**src/rtl/lru_pkg.sv**
```systemverilog
// Shared types and helpers for the LRU access controller.
//   LRU_NUM_WAYS : default way count (must match the LRU tracker)
//   LRU_WAY_W    : way index width for the default way count
//   lru_state_e  : controller state encoding
//   onehot()     : way index to one-hot strobe (32-bit, caller truncates)
package lru_pkg;

  localparam int unsigned LRU_NUM_WAYS = 5;
  localparam int unsigned LRU_WAY_W    = $clog2(LRU_NUM_WAYS);

  typedef enum logic [2:0] {
    IDLE,
    LOOKUP,
    WAIT_VICTIM,
    FILL,
    TOUCH,
    CLEAR,
    RESP
  } lru_state_e;

  function automatic logic [31:0] onehot(input logic [31:0] way);
    return 32'(1) << way;
  endfunction

endpackage

```
**src/rtl/lru_tag_match.sv**
```systemverilog
// Combinational tag comparator and priority encoder over the tag table.
//   i_tags     : tag per way
//   i_valid    : valid bit per way
//   i_tag      : tag being looked up
//   o_hit      : some valid way holds i_tag
//   o_hit_way  : lowest matching way
//   o_free_any : some way is invalid
//   o_free_way : lowest invalid way
module lru_tag_match
  import lru_pkg::*;
#(
  parameter  int unsigned NUM_WAYS = LRU_NUM_WAYS,
  parameter  int unsigned TAG_W    = 8,
  localparam int unsigned WAY_W    = $clog2(NUM_WAYS)
) (
  input  logic [NUM_WAYS-1:0][TAG_W-1:0] i_tags,
  input  logic [NUM_WAYS-1:0]            i_valid,
  input  logic [TAG_W-1:0]               i_tag,
  output logic                           o_hit,
  output logic [WAY_W-1:0]               o_hit_way,
  output logic                           o_free_any,
  output logic [WAY_W-1:0]               o_free_way
);

  // Scan high to low so the lowest qualifying index is the one that sticks.
  always_comb begin
    o_hit      = 1'b0;
    o_hit_way  = '0;
    o_free_any = 1'b0;
    o_free_way = '0;
    for (int i = int'(NUM_WAYS) - 1; i >= 0; i--) begin
      if (i_valid[i] && (i_tags[i] == i_tag)) begin
        o_hit     = 1'b1;
        o_hit_way = WAY_W'(i);
      end
      if (!i_valid[i]) begin
        o_free_any = 1'b1;
        o_free_way = WAY_W'(i);
      end
    end
  end

endmodule

```
**src/rtl/lru_access_ctrl.sv**
```systemverilog
// Initiator side of the LRU replacement interface: owns a fully-associative
// tag table, resolves lookups into hits, free-way fills or victim evictions,
// and strobes the LRU tracker (touch / clear) on its slow tick.
//   clk, rst         : clock, synchronous active-high reset
//   i_req_*/o_req_ready   : lookup request handshake and tag
//   o_resp_*/i_resp_ready : response handshake; hit, way, timeout error
//   o_touch          : one-hot access strobe to tracker, held until a tick
//   o_lru_clr        : clear request to tracker, held until a tick
//   i_lru_tick       : tracker sample strobe
//   i_victim_valid/i_victim_way : tracker's least-recently-used way
//   i_flush          : invalidate whole table (honoured only in IDLE)
module lru_access_ctrl
  import lru_pkg::*;
#(
  parameter  int unsigned NUM_WAYS = LRU_NUM_WAYS,
  parameter  int unsigned TAG_W    = 8,
  parameter  int unsigned TIMEOUT  = 255,
  localparam int unsigned WAY_W    = $clog2(NUM_WAYS)
) (
  input  logic                clk,
  input  logic                rst,
  input  logic                i_req_valid,
  output logic                o_req_ready,
  input  logic [TAG_W-1:0]    i_req_tag,
  output logic                o_resp_valid,
  input  logic                i_resp_ready,
  output logic                o_resp_hit,
  output logic [WAY_W-1:0]    o_resp_way,
  output logic                o_resp_err,
  output logic [NUM_WAYS-1:0] o_touch,
  output logic                o_lru_clr,
  input  logic                i_lru_tick,
  input  logic                i_victim_valid,
  input  logic [WAY_W-1:0]    i_victim_way,
  input  logic                i_flush
);

  localparam int unsigned CNT_W = $clog2(TIMEOUT + 1);

  lru_state_e                    r_state, w_state_nxt;
  logic [NUM_WAYS-1:0][TAG_W-1:0] r_tags;
  logic [NUM_WAYS-1:0]           r_valid;
  logic [TAG_W-1:0]              r_tag_lat;
  logic [WAY_W-1:0]              r_way, w_way_nxt;
  logic                          r_hit, w_hit_nxt;
  logic                          r_err, w_err_nxt;
  logic [CNT_W-1:0]              r_cnt, w_cnt_nxt;
  logic [NUM_WAYS-1:0]           r_touch, w_touch_nxt;
  logic                          r_clr, w_clr_nxt;
  logic                          r_resp_valid, w_resp_valid_nxt;
  logic                          w_accept, w_fill, w_inval;

  logic                          w_hit, w_free_any;
  logic [WAY_W-1:0]              w_hit_way, w_free_way;

  lru_tag_match #(
    .NUM_WAYS (NUM_WAYS),
    .TAG_W    (TAG_W)
  ) u_match (
    .i_tags     (r_tags),
    .i_valid    (r_valid),
    .i_tag      (r_tag_lat),
    .o_hit      (w_hit),
    .o_hit_way  (w_hit_way),
    .o_free_any (w_free_any),
    .o_free_way (w_free_way)
  );

  assign o_req_ready  = (r_state == IDLE) && !i_flush && !rst;
  assign o_resp_valid = r_resp_valid;
  assign o_resp_hit   = r_hit;
  assign o_resp_way   = r_way;
  assign o_resp_err   = r_err;
  assign o_touch      = r_touch;
  assign o_lru_clr    = r_clr;

  // Next-state and next-output logic.
  always_comb begin
    w_state_nxt      = r_state;
    w_way_nxt        = r_way;
    w_hit_nxt        = r_hit;
    w_err_nxt        = r_err;
    w_cnt_nxt        = r_cnt;
    w_touch_nxt      = r_touch;
    w_clr_nxt        = r_clr;
    w_resp_valid_nxt = r_resp_valid;
    w_accept         = 1'b0;
    w_fill           = 1'b0;
    w_inval          = 1'b0;
    unique case (r_state)
      IDLE: begin
        if (i_flush) begin
          w_inval     = 1'b1;
          w_clr_nxt   = 1'b1;
          w_state_nxt = CLEAR;
        end else if (i_req_valid) begin
          w_accept    = 1'b1;
          w_state_nxt = LOOKUP;
        end
      end
      LOOKUP: begin
        w_err_nxt = 1'b0;
        w_hit_nxt = w_hit;
        if (w_hit) begin
          w_way_nxt   = w_hit_way;
          w_touch_nxt = NUM_WAYS'(onehot(32'(w_hit_way)));
          w_state_nxt = TOUCH;
        end else if (w_free_any) begin
          w_way_nxt   = w_free_way;
          w_state_nxt = FILL;
        end else begin
          w_cnt_nxt   = CNT_W'(TIMEOUT);
          w_state_nxt = WAIT_VICTIM;
        end
      end
      WAIT_VICTIM: begin
        // Out-of-range victim indices are treated as "no victim yet".
        if (i_victim_valid && (32'(i_victim_way) < NUM_WAYS)) begin
          w_way_nxt   = i_victim_way;
          w_state_nxt = FILL;
        end else if (r_cnt == '0) begin
          w_err_nxt        = 1'b1;
          w_hit_nxt        = 1'b0;
          w_way_nxt        = '0;
          w_resp_valid_nxt = 1'b1;
          w_state_nxt      = RESP;
        end else begin
          w_cnt_nxt = r_cnt - CNT_W'(1);
        end
      end
      FILL: begin
        w_fill      = 1'b1;
        w_touch_nxt = NUM_WAYS'(onehot(32'(r_way)));
        w_state_nxt = TOUCH;
      end
      TOUCH: begin
        if (i_lru_tick) begin
          w_touch_nxt      = '0;
          w_resp_valid_nxt = 1'b1;
          w_state_nxt      = RESP;
        end
      end
      CLEAR: begin
        if (i_lru_tick) begin
          w_clr_nxt   = 1'b0;
          w_state_nxt = IDLE;
        end
      end
      RESP: begin
        if (i_resp_ready) begin
          w_resp_valid_nxt = 1'b0;
          w_state_nxt      = IDLE;
        end
      end
      default: w_state_nxt = IDLE;
    endcase
  end

  // Control state, response fields and valid bits.
  always_ff @(posedge clk) begin
    if (rst) begin
      r_state      <= IDLE;
      r_valid      <= '0;
      r_tag_lat    <= '0;
      r_way        <= '0;
      r_hit        <= 1'b0;
      r_err        <= 1'b0;
      r_cnt        <= '0;
      r_touch      <= '0;
      r_clr        <= 1'b0;
      r_resp_valid <= 1'b0;
    end else begin
      r_state      <= w_state_nxt;
      r_way        <= w_way_nxt;
      r_hit        <= w_hit_nxt;
      r_err        <= w_err_nxt;
      r_cnt        <= w_cnt_nxt;
      r_touch      <= w_touch_nxt;
      r_clr        <= w_clr_nxt;
      r_resp_valid <= w_resp_valid_nxt;
      if (w_accept) r_tag_lat <= i_req_tag;
      if (w_inval) r_valid <= '0;
      else if (w_fill) r_valid[r_way] <= 1'b1;
    end
  end

  // Tag storage; contents are only meaningful where the valid bit is set.
  always_ff @(posedge clk) begin
    if (w_fill) r_tags[r_way] <= r_tag_lat;
  end

endmodule

```
**config.mk**
```make
export PLATFORM = sky130hd
export DESIGN_NAME = lru_access_ctrl
export DESIGN_NICKNAME = d
export VERILOG_FILES = /design/src/rtl/lru_pkg.sv /design/src/rtl/lru_tag_match.sv /design/src/rtl/lru_access_ctrl.sv
export SDC_FILE = /design/constraint.sdc
export NUM_CORES = 1
export LEC_CHECK = 0
export BUFFER_PORTS_ARGS = -buffer_cell sky130_fd_sc_hd__buf_2
export CELL_PAD_IN_SITES_DETAIL_PLACEMENT = 0
export CELL_PAD_IN_SITES_GLOBAL_PLACEMENT = 1
export CORE_MARGIN = 8
export CORE_UTILIZATION = 35
export CTS_CLUSTER_SIZE = 24
export DETAILED_ROUTE_END_ITERATION = 16
export PLACE_DENSITY_LB_ADDON = 0.1
export SYNTH_ARGS = -nofsm -noshare
export SYNTH_HDL_FRONTEND = slang
export SYNTH_SLANG_ARGS = --single-unit
```
**constraint.sdc**
```tcl
create_clock -name clk -period 2.35 [get_ports clk]
set_clock_uncertainty 0.2 [all_clocks]
set_input_delay 0.235 -clock clk [delete_from_list [all_inputs] [get_ports clk]]
set_output_delay 0.235 -clock clk [all_outputs]
set_load 0.05 [all_outputs]
```
==> out/results.ini, run 1 <==
[clock_network]
numCtsBuffers = 9
htree_levels = 3
cts_tree = done
cts_buffer_depth = 2
cts.sinks = 76
cts.clk_slew.worst_paths_ns = 0.08
cts.root.buffer_cell = clkbuf_8
clk_latency_ns = 0.35

[grt]
grt_max_degree = 21
grt_pass1_wl_um = 14500
antenna_found_initial = 0
grt_pass1_vias = 2725
track_usage = 0.140
grt-ovfl-total = 0

[worst_hold_path]
hp-class = primary input to register
min_from = i_victim_way[2]

[sta]
finalHoldViolations = 0
tightest_slew_ns = 0.596
drv_slew = 0
period_needed_ns = 2.28
relSlewSlack = 0.599
finalCritPeriodShare = 0.968
setup_viol_count_final = 0
fmaxAchievable_mhz = 439
rsz0062_at_grt = yes

[final_layout]
drive_gt1_frac = 0.305
regArea_um2 = 1940
fillers = 991
multi_input_area_um2 = 1650
fin_cells = 552
antenna_cells = 0
area_growth_pct = 30.7
nets = 431

[drt]
drc_errors = 0
wl_um = 9150
antenna_left = 0
drtIter0Drc = 118
via_count = 2779
dr.pass1.iters = 5
vias_per_cell = 5.03
drt-wirelength-per-cell_um = 16.6

[critical_path]
crit_fanout = 6
crit_path_start_kind = register
r2r_setup_slack_ns = 0.07
slowest_stage = dfxtp_2
worst-endpoint-arrival_ns = 2.37
cp.required_ns = 2.44
cp-startpoint = r_tag_lat[4]
crit_chain = buf_4, xor2_1, nor4_2, nand4_1, nand4bb_1, buf_6, o31ai_1, nor3b_4, a22o_1
critical_path_class = register to register
critPathMaxStageDelay_ns = 0.39
cp-end-kind = register
r2r-start = r_tag_lat[4]

[synthesis]
ys_types = 54
netlist_instances = 331
ys_seq_elements = 76
syn_area_um2 = 3570
syn_area_per_cell_um2 = 10.8
ys_top_cells_by_area = edfxtp_1, dfxtp_1, xnor2_1
ys_warn_count = 0
syn-num-nets = 351
synth_top_area_frac = 0.336
synthTopCellsByCount = edfxtp_1, dfxtp_1, a21oi_1
synth.most_common_cell = edfxtp_1
synth_area_leader_cell = edfxtp_1
synth-edff-count = 40
synth_flop_cell = edfxtp_1
synth-async-reset-ratio = 0
synth-seq-area-share = 0.538

[placement]
dp_cells = 526
gp_congestion = 0.769
dpl.hpwl_um = 6620
io_buffers = 30

[die]
die-area_um2 = 13700
start_util = 0.353
fp.dieW_um = 117
core_area_um2 = 10100
num_io_pins = 31
die_y_um = 117
num_rows = 37

[pwr]
p_per_area_nw_per_um2 = 834
power.total_uw = 3890
leakagePower_uw = 0.00176
peakVddDrop_v = 0.000416

[run_status]
status = finished clean

[flow_run]
maxCapViolations = 0

## critical path: cells and delay by family (launching register included)
kind,cells,cell delay [ns]
AND/OR/NAND/NOR,4,0.66
XOR/XNOR,1,0.22
flip-flops,1,0.39
buffers and inverters,2,0.30
AO/OA/AOI/OAI,2,0.45
## layout make-up
class | count | share of cell area
timing repair buffer | 88 | 0.136
inverter | 9 | 0.00723
multi-input combinational | 227 | 0.354
clock inverter | 6 | 0.0238
clock buffer | 10 | 0.0273
sequential | 76 | 0.415
tap | 136 | 0.0364
## per-stage QoR
step | setup WS, ns | setup TNS (ns) | instance area (um2) | util | hold WS (ns)
3_3_place_gp | -0.186 | -0.954 | 4180 | 0.412 | 0.248
4_1_cts | 0.000842 | 0 | 4550 | 0.449 | 0.0231
2_1_floorplan | -0.00195 | -0.0156 | 3590 | - | 0.182
5_1_grt | -0.115 | -0.745 | 4670 | 0.461 | 0.0516
3_5_place_dp | -0.139 | -0.869 | 4180 | 0.412 | 0.252
6_report | 0.0743 | 0 | 4670 | 0.461 | 0.0495
## state kept, by name (all words and copies together), names as in the netlist
signal        count
r_tag_lat         8
r_tags           40
o_resp_hit        1
o_resp_err        1
o_resp_way        3
r_state           3
r_valid           5
o_lru_clr         1
o_touch           5
o_resp_valid      1
r_cnt             8
## cells in the final DEF (no fill, tap or decap), types with 12 or more instances in the layout
cell type   n
buf_2      29
a21oi_1    26
nand3_1    12
edfxtp_1   40
nor2_1     21
xor2_1     15
dfxtp_1    28
buf_4      48
nand2_1    21
xnor2_1    23
## worst paths after layout
path,to,cells after the start
worst min-delay path,o_resp_way[2],3
worst max register to register,o_touch[2],9
worst min register to register,r_cnt[7],1
worst max-delay path,o_touch[2],9
## cells by family (layout without fill, tap and decap cells)
family | Yosys count | in the layout | synth area share
DFF | 76 | 76 | 0.538
muxes | 3 | 3 | 0.00840
adders and majority gates | 2 | 2 | 0.00700
and+or+nand+nor | 107 | 107 | 0.165
buffers and inverters | 29 | 113 | 0.0444
AOI/OAI and AO/OA | 74 | 75 | 0.140
xor gates and xnor gates | 40 | 40 | 0.0980
## metal layers
layer / track usage / part of all wire
met4: 0.0538 / 0.016
met3: 0.0257 / 0.031
met5: 0 / 0
met2: 0.210 / 0.46
met1: 0.194 / 0.49
## power by group
group / total, uW / leakage [uW] / internal (uW) / switching [uW]
Sequential: 1610 / 0.000666 / 1500 / 113
Combinational: 1080 / 0.000976 / 431 / 644
Clock: 1200 / 0.000119 / 708 / 496
## repair_timing
item | 4_1_cts | 5_1_grt
hold endpoints to repair | 8 | 0
hold buffers | 8 | 0
pin swaps | 0 | 2
setup buffers | 0 | 1
gates resized for setup | 14 | 19
endpoints found under the setup margin | 17 | 19
cloned | 0 | 1
No activity file was read; power rests on OpenSTA's default activity.
==> run 2, diff against run 1 <==
clock period = 1.9 ns   (was 2.35 ns; I/O delays follow)
==> run 2 against run 1 <==
Sequential power grew 25%. Combinational power rose by 63%. Sequential share of layout area decreased by 5.7 points. The flow now finishes with violations (setup timing). Setup slack lost 0.51 ns. Highest routed layer unchanged. Clock power rose by 13%. Non-clock buffer count is 53 higher. Sequential cell count unchanged. Critical path type unchanged. Die area unchanged.
==> out/results.ini, run 2 (synthesized netlist as in run 1, its figures left out) <==
[sta]
finalCritPeriodShare = 1.23
fmaxAchievable_mhz = 429
finalHoldViolations = 0
tns_ns = -6.60
relSlewSlack = 0.664
rsz0062_at_grt = yes
tightest_slew_ns = 0.502
drv_slew = 0
period_needed_ns = 2.33
setup_viol_count_final = 22
finalWorstSetupSlack_ns = -0.432

[drt]
antenna_left = 0
drt-wirelength-per-cell_um = 16.6
vias_per_cell = 4.93
drc_errors = 0
dr.pass1.iters = 4
drtIter0Drc = 81
via_count = 2981
wl_um = 10000

[final_layout]
final_common_cell = buf_4
antenna_cells = 0
fillers = 931
regArea_um2 = 1950
nets = 484
multi_input_area_um2 = 1960
final_cell_mix = buf_4, edfxtp_1, buf_2
area_growth_pct = 52.3
fin_cells = 605
drive_gt1_frac = 0.488
largest_reg_flops = 40
top_register = r_tags
top_regs = r_tags (40), r_cnt (8), r_tag_lat (8)

[pwr]
peakVddDrop_v = 0.000716
p_per_area_nw_per_um2 = 941
leakagePower_uw = 0.00211
power.total_uw = 5120

[clock_network]
cts.clk_slew.worst_paths_ns = 0.08
htree_levels = 3
clk_latency_ns = 0.35
numCtsBuffers = 9
cts_tree = done
cts_buffer_depth = 2
cts.root.buffer_cell = clkbuf_8
cts.sinks = 76

[placement]
dpl.hpwl_um = 7110
io_buffers = 30
dp_cells = 568
gp_congestion = 0.792

[critical_path]
r2r-start = r_tags[12]
critical_path_class = register to register
crit_path_start_kind = register
cp.required_ns = 1.97
worst-endpoint-arrival_ns = 2.41
r2r_end = r_state[2]
crit_fanout = 3
r2r_setup_slack_ns = -0.43
cp-end-kind = register
reg2reg_depth = 8

[grt]
antenna_found_initial = 0
grt_pass1_vias = 3054
track_usage = 0.157
grt-ovfl-total = 0
grt_max_degree = 25
grt_pass1_wl_um = 16200

[die]
die_y_um = 117
start_util = 0.353
die-area_um2 = 13700
num_rows = 37
num_io_pins = 31
core_area_um2 = 10100
fp.dieW_um = 117

[run_status]
violations = setup timing
status = finished, violations left

[flow_run]
maxCapViolations = 0

[worst_hold_path]
hold_path_depth = 4
holdPathEnd = r_state[0]
hp-class = primary input to register
min_from = i_lru_tick

run 2: worst max path at each step:
stage                       to  cells after the start          from  slack (ns)
detailed placement  o_touch[3]                      7  r_tag_lat[4]       -0.61
finish              r_state[2]                      8    r_tags[12]       -0.43
global route        r_state[2]                      8    r_tags[12]       -0.51
CTS                 o_touch[3]                      7    r_tags[11]       -0.44
floorplan           o_touch[0]                      9      r_cnt[1]       -0.20
global placement    o_touch[3]                      7  r_tag_lat[4]       -0.62
run 2: final cells by class:
cell class,instances,share of cell area
Sequential cell,76,0.359
Multi-Input combinational cell,227,0.359
Tap cell,136,0.0312
Clock buffer,12,0.0248
Inverter,9,0.00620
Clock inverter,4,0.0136
Timing Repair Buffer,141,0.206
run 2: per-layer routing:
metal  share of wire  global-route usage  routed length (um)  vias to the layer above
met5               0                   0                   0                        -
met1            0.45               0.196                4490                     1442
met3           0.030              0.0375                 298                       12
met4           0.011              0.0384                 106                        0
met2            0.51               0.267                5130                       38
li1                -                   -                   -                     1489
run 2: power by group:
| group | internal (uW) | switching [uW] |
|---|---|---|
| clock network | 743 | 606 |
| logic | 811 | 954 |
| registers | 1860 | 147 |
| total | 3410 | 1710 |
run 2: repair_timing:
action / CTS / global route
setup buffers: 10 / 2
gates cloned: 1 / 0
resized for setup: 48 / 29
setup endpoints to repair: 37 / 50
pin swaps: 20 / 17
hold buffers: 8 / 0
endpoints found under the hold margin: 8 / 0
run 2: critical path, stage by stage (launching register included):
cell and delay [ns]:
edfxtp_1 0.38, xor2_1 0.18, nor4_2 0.35, nand4_1 0.25, nand4bb_4 0.20, buf_6 0.14
nor4_4 0.04, or4_1 0.39, a21oi_1 0.13
run 2: through the flow:
stage / setup WS, ns / hold WS (ns) / utilization / area [um2]
floorplan: -0.202 / 0.130 / - / 3760
global placement: -0.620 / 0.244 / 0.463 / 4690
detailed placement: -0.605 / 0.247 / 0.463 / 4690
CTS: -0.441 / 0.00907 / 0.522 / 5300
global route: -0.510 / 0.0637 / 0.537 / 5450
finish: -0.432 / 0.0434 / 0.537 / 5450
==> run 3, diff against run 2 <==
CORE_ASPECT_RATIO = 0.8   (was not set)
==> run 3 against run 2 <==
The run still ends with setup timing left. Global-route usage is 0.29 points lower. Setup slack better by 0.098 ns. Count of clock-buffer cells in the layout stayed put. Die area increased by 0.15%. Largest cell class is now sequential cells. Clock power increased by 27%. Largest power group unchanged. Power increased by 6.8%. Register-to-register slack improved by 0.098 ns. Maximum frequency increased by 4.4%.
==> out/results.ini, run 3 (synthesized netlist as in run 1, its figures left out) <==
[run_status]
status = finished, violations left
violations = setup timing

[worst_hold_path]
hold_path_depth = 3
min_from = i_flush
hp-class = primary input to register
holdPathEnd = o_lru_clr

[final_layout]
top_regs = r_tags (40), r_cnt (8), r_tag_lat (8)
nets = 482
final_cell_mix = buf_4, edfxtp_1, buf_2
top_register = r_tags
largest_reg_flops = 40
multi_input_area_um2 = 1950
final_common_cell = buf_4
regArea_um2 = 1950
drive_gt1_frac = 0.463
fillers = 882
area_growth_pct = 54.9
antenna_cells = 0
fin_cells = 607

[die]
die-area_um2 = 13700
num_rows = 33
core_area_um2 = 10100
fp.dieW_um = 129
num_io_pins = 31
start_util = 0.353
die_y_um = 106

[grt]
grt_max_degree = 24
grt-ovfl-total = 0
grt_pass1_wl_um = 16000
grt_pass1_vias = 2855
track_usage = 0.154
antenna_found_initial = 0

[sta]
tightest_slew_ns = 0.482
fmaxAchievable_mhz = 448
setup_viol_count_final = 38
finalWorstSetupSlack_ns = -0.334
period_needed_ns = 2.23
relSlewSlack = 0.677
finalCritPeriodShare = 1.18
finalHoldViolations = 0
tns_ns = -6.11
drv_slew = 0
rsz0062_at_grt = yes

[clock_network]
clk_latency_ns = 0.34
cts_buffer_depth = 2
numCtsBuffers = 9
cts.root.buffer_cell = clkbuf_16
cts.clk_slew.worst_paths_ns = 0.06
cts_tree = done
cts.sinks = 76
htree_levels = 3

[drt]
drc_errors = 0
antenna_left = 0
drt-wirelength-per-cell_um = 16.6
via_count = 2958
drtIter0Drc = 81
dr.pass1.iters = 4
vias_per_cell = 4.87
wl_um = 10100

[flow_run]
maxCapViolations = 0

[critical_path]
r2r_setup_slack_ns = -0.33
critical_path_class = register to register
reg2reg_depth = 8
worst-endpoint-arrival_ns = 2.30
r2r-start = r_tag_lat[3]
cp.required_ns = 1.96
crit_fanout = 8
cp-end-kind = register
crit_path_start_kind = register
r2r_end = o_touch[1]

[pwr]
peakVddDrop_v = 0.000474
leakagePower_uw = 0.00215
p_per_area_nw_per_um2 = 988

[placement]
io_buffers = 30
dpl.hpwl_um = 6890
gp_congestion = 0.766
dp_slack_ns = -0.522
dp_cells = 561

-- run 3: repair_timing --
| item | in CTS | in global routing |
|---|---|---|
| hold endpoints to repair | 8 | 0 |
| setup endpoints to repair | 64 | 53 |
| setup buffers | 15 | 7 |
| hold buffers | 8 | 0 |
| gates resized for setup | 50 | 23 |
| cloned | 2 | 0 |
| pin swaps | 18 | 10 |
-- run 3: final cells by class --
class,count,share of cell area
Tap cell,140,0.0316
Inverter,9,0.00655
Sequential cell,76,0.353
Clock inverter,4,0.00926
Timing Repair Buffer,139,0.203
Multi-Input combinational cell,227,0.352
Clock buffer,12,0.0445
-- run 3: how the worst max path moves through the flow --
stage	from	endpoint	depth (start not counted)
final	r_tag_lat[3]	o_touch[1]	8
after global routing	r_tag_lat[7]	r_cnt[2]	10
after CTS	r_tags[2]	o_touch[1]	8
after detailed placement	r_tag_lat[0]	r_cnt[2]	6
after global placement	r_tag_lat[0]	r_cnt[2]	6
after floorplan	r_cnt[1]	o_touch[0]	9
-- run 3: through the flow --
stage          hold WS [ns]  utilization  power (uW)  area, um2
2_1_floorplan         0.130            -        2930       3760
6_report             0.0562        0.547        5470       5540
4_1_cts              0.0540        0.533        5410       5400
3_3_place_gp          0.244        0.458        3520       4630
3_5_place_dp          0.245        0.458        3520       4630
5_1_grt              0.0898        0.547        5730       5540
-- run 3: metal layers --
metal  up-vias  wire length, um  global-route usage
met1      1419             5280               0.225
li1       1482                -                   -
met4         0              116              0.0527
met2        50             4330               0.216
met5         -                0                   0
met3         7              360              0.0370
-- run 3: critical path, cell delays in order, from the launching register on --
cell and delay (ns):
dfxtp_4 0.38, xor2_1 0.17, nor4_1 0.32, nand4_1 0.19, nand4bb_1 0.17, buf_6 0.17
nor2_4 0.04, or3b_1 0.36, o2bb2ai_1 0.16
-- run 3: report_power, final --
group	total (uW)	internal, uW	leakage (uW)	switching [uW]
clock	1710	1050	0.000143	656
combinational	1720	784	0.00134	940
sequential	2040	1860	0.000669	173
total	5470	3700	0.00215	1770
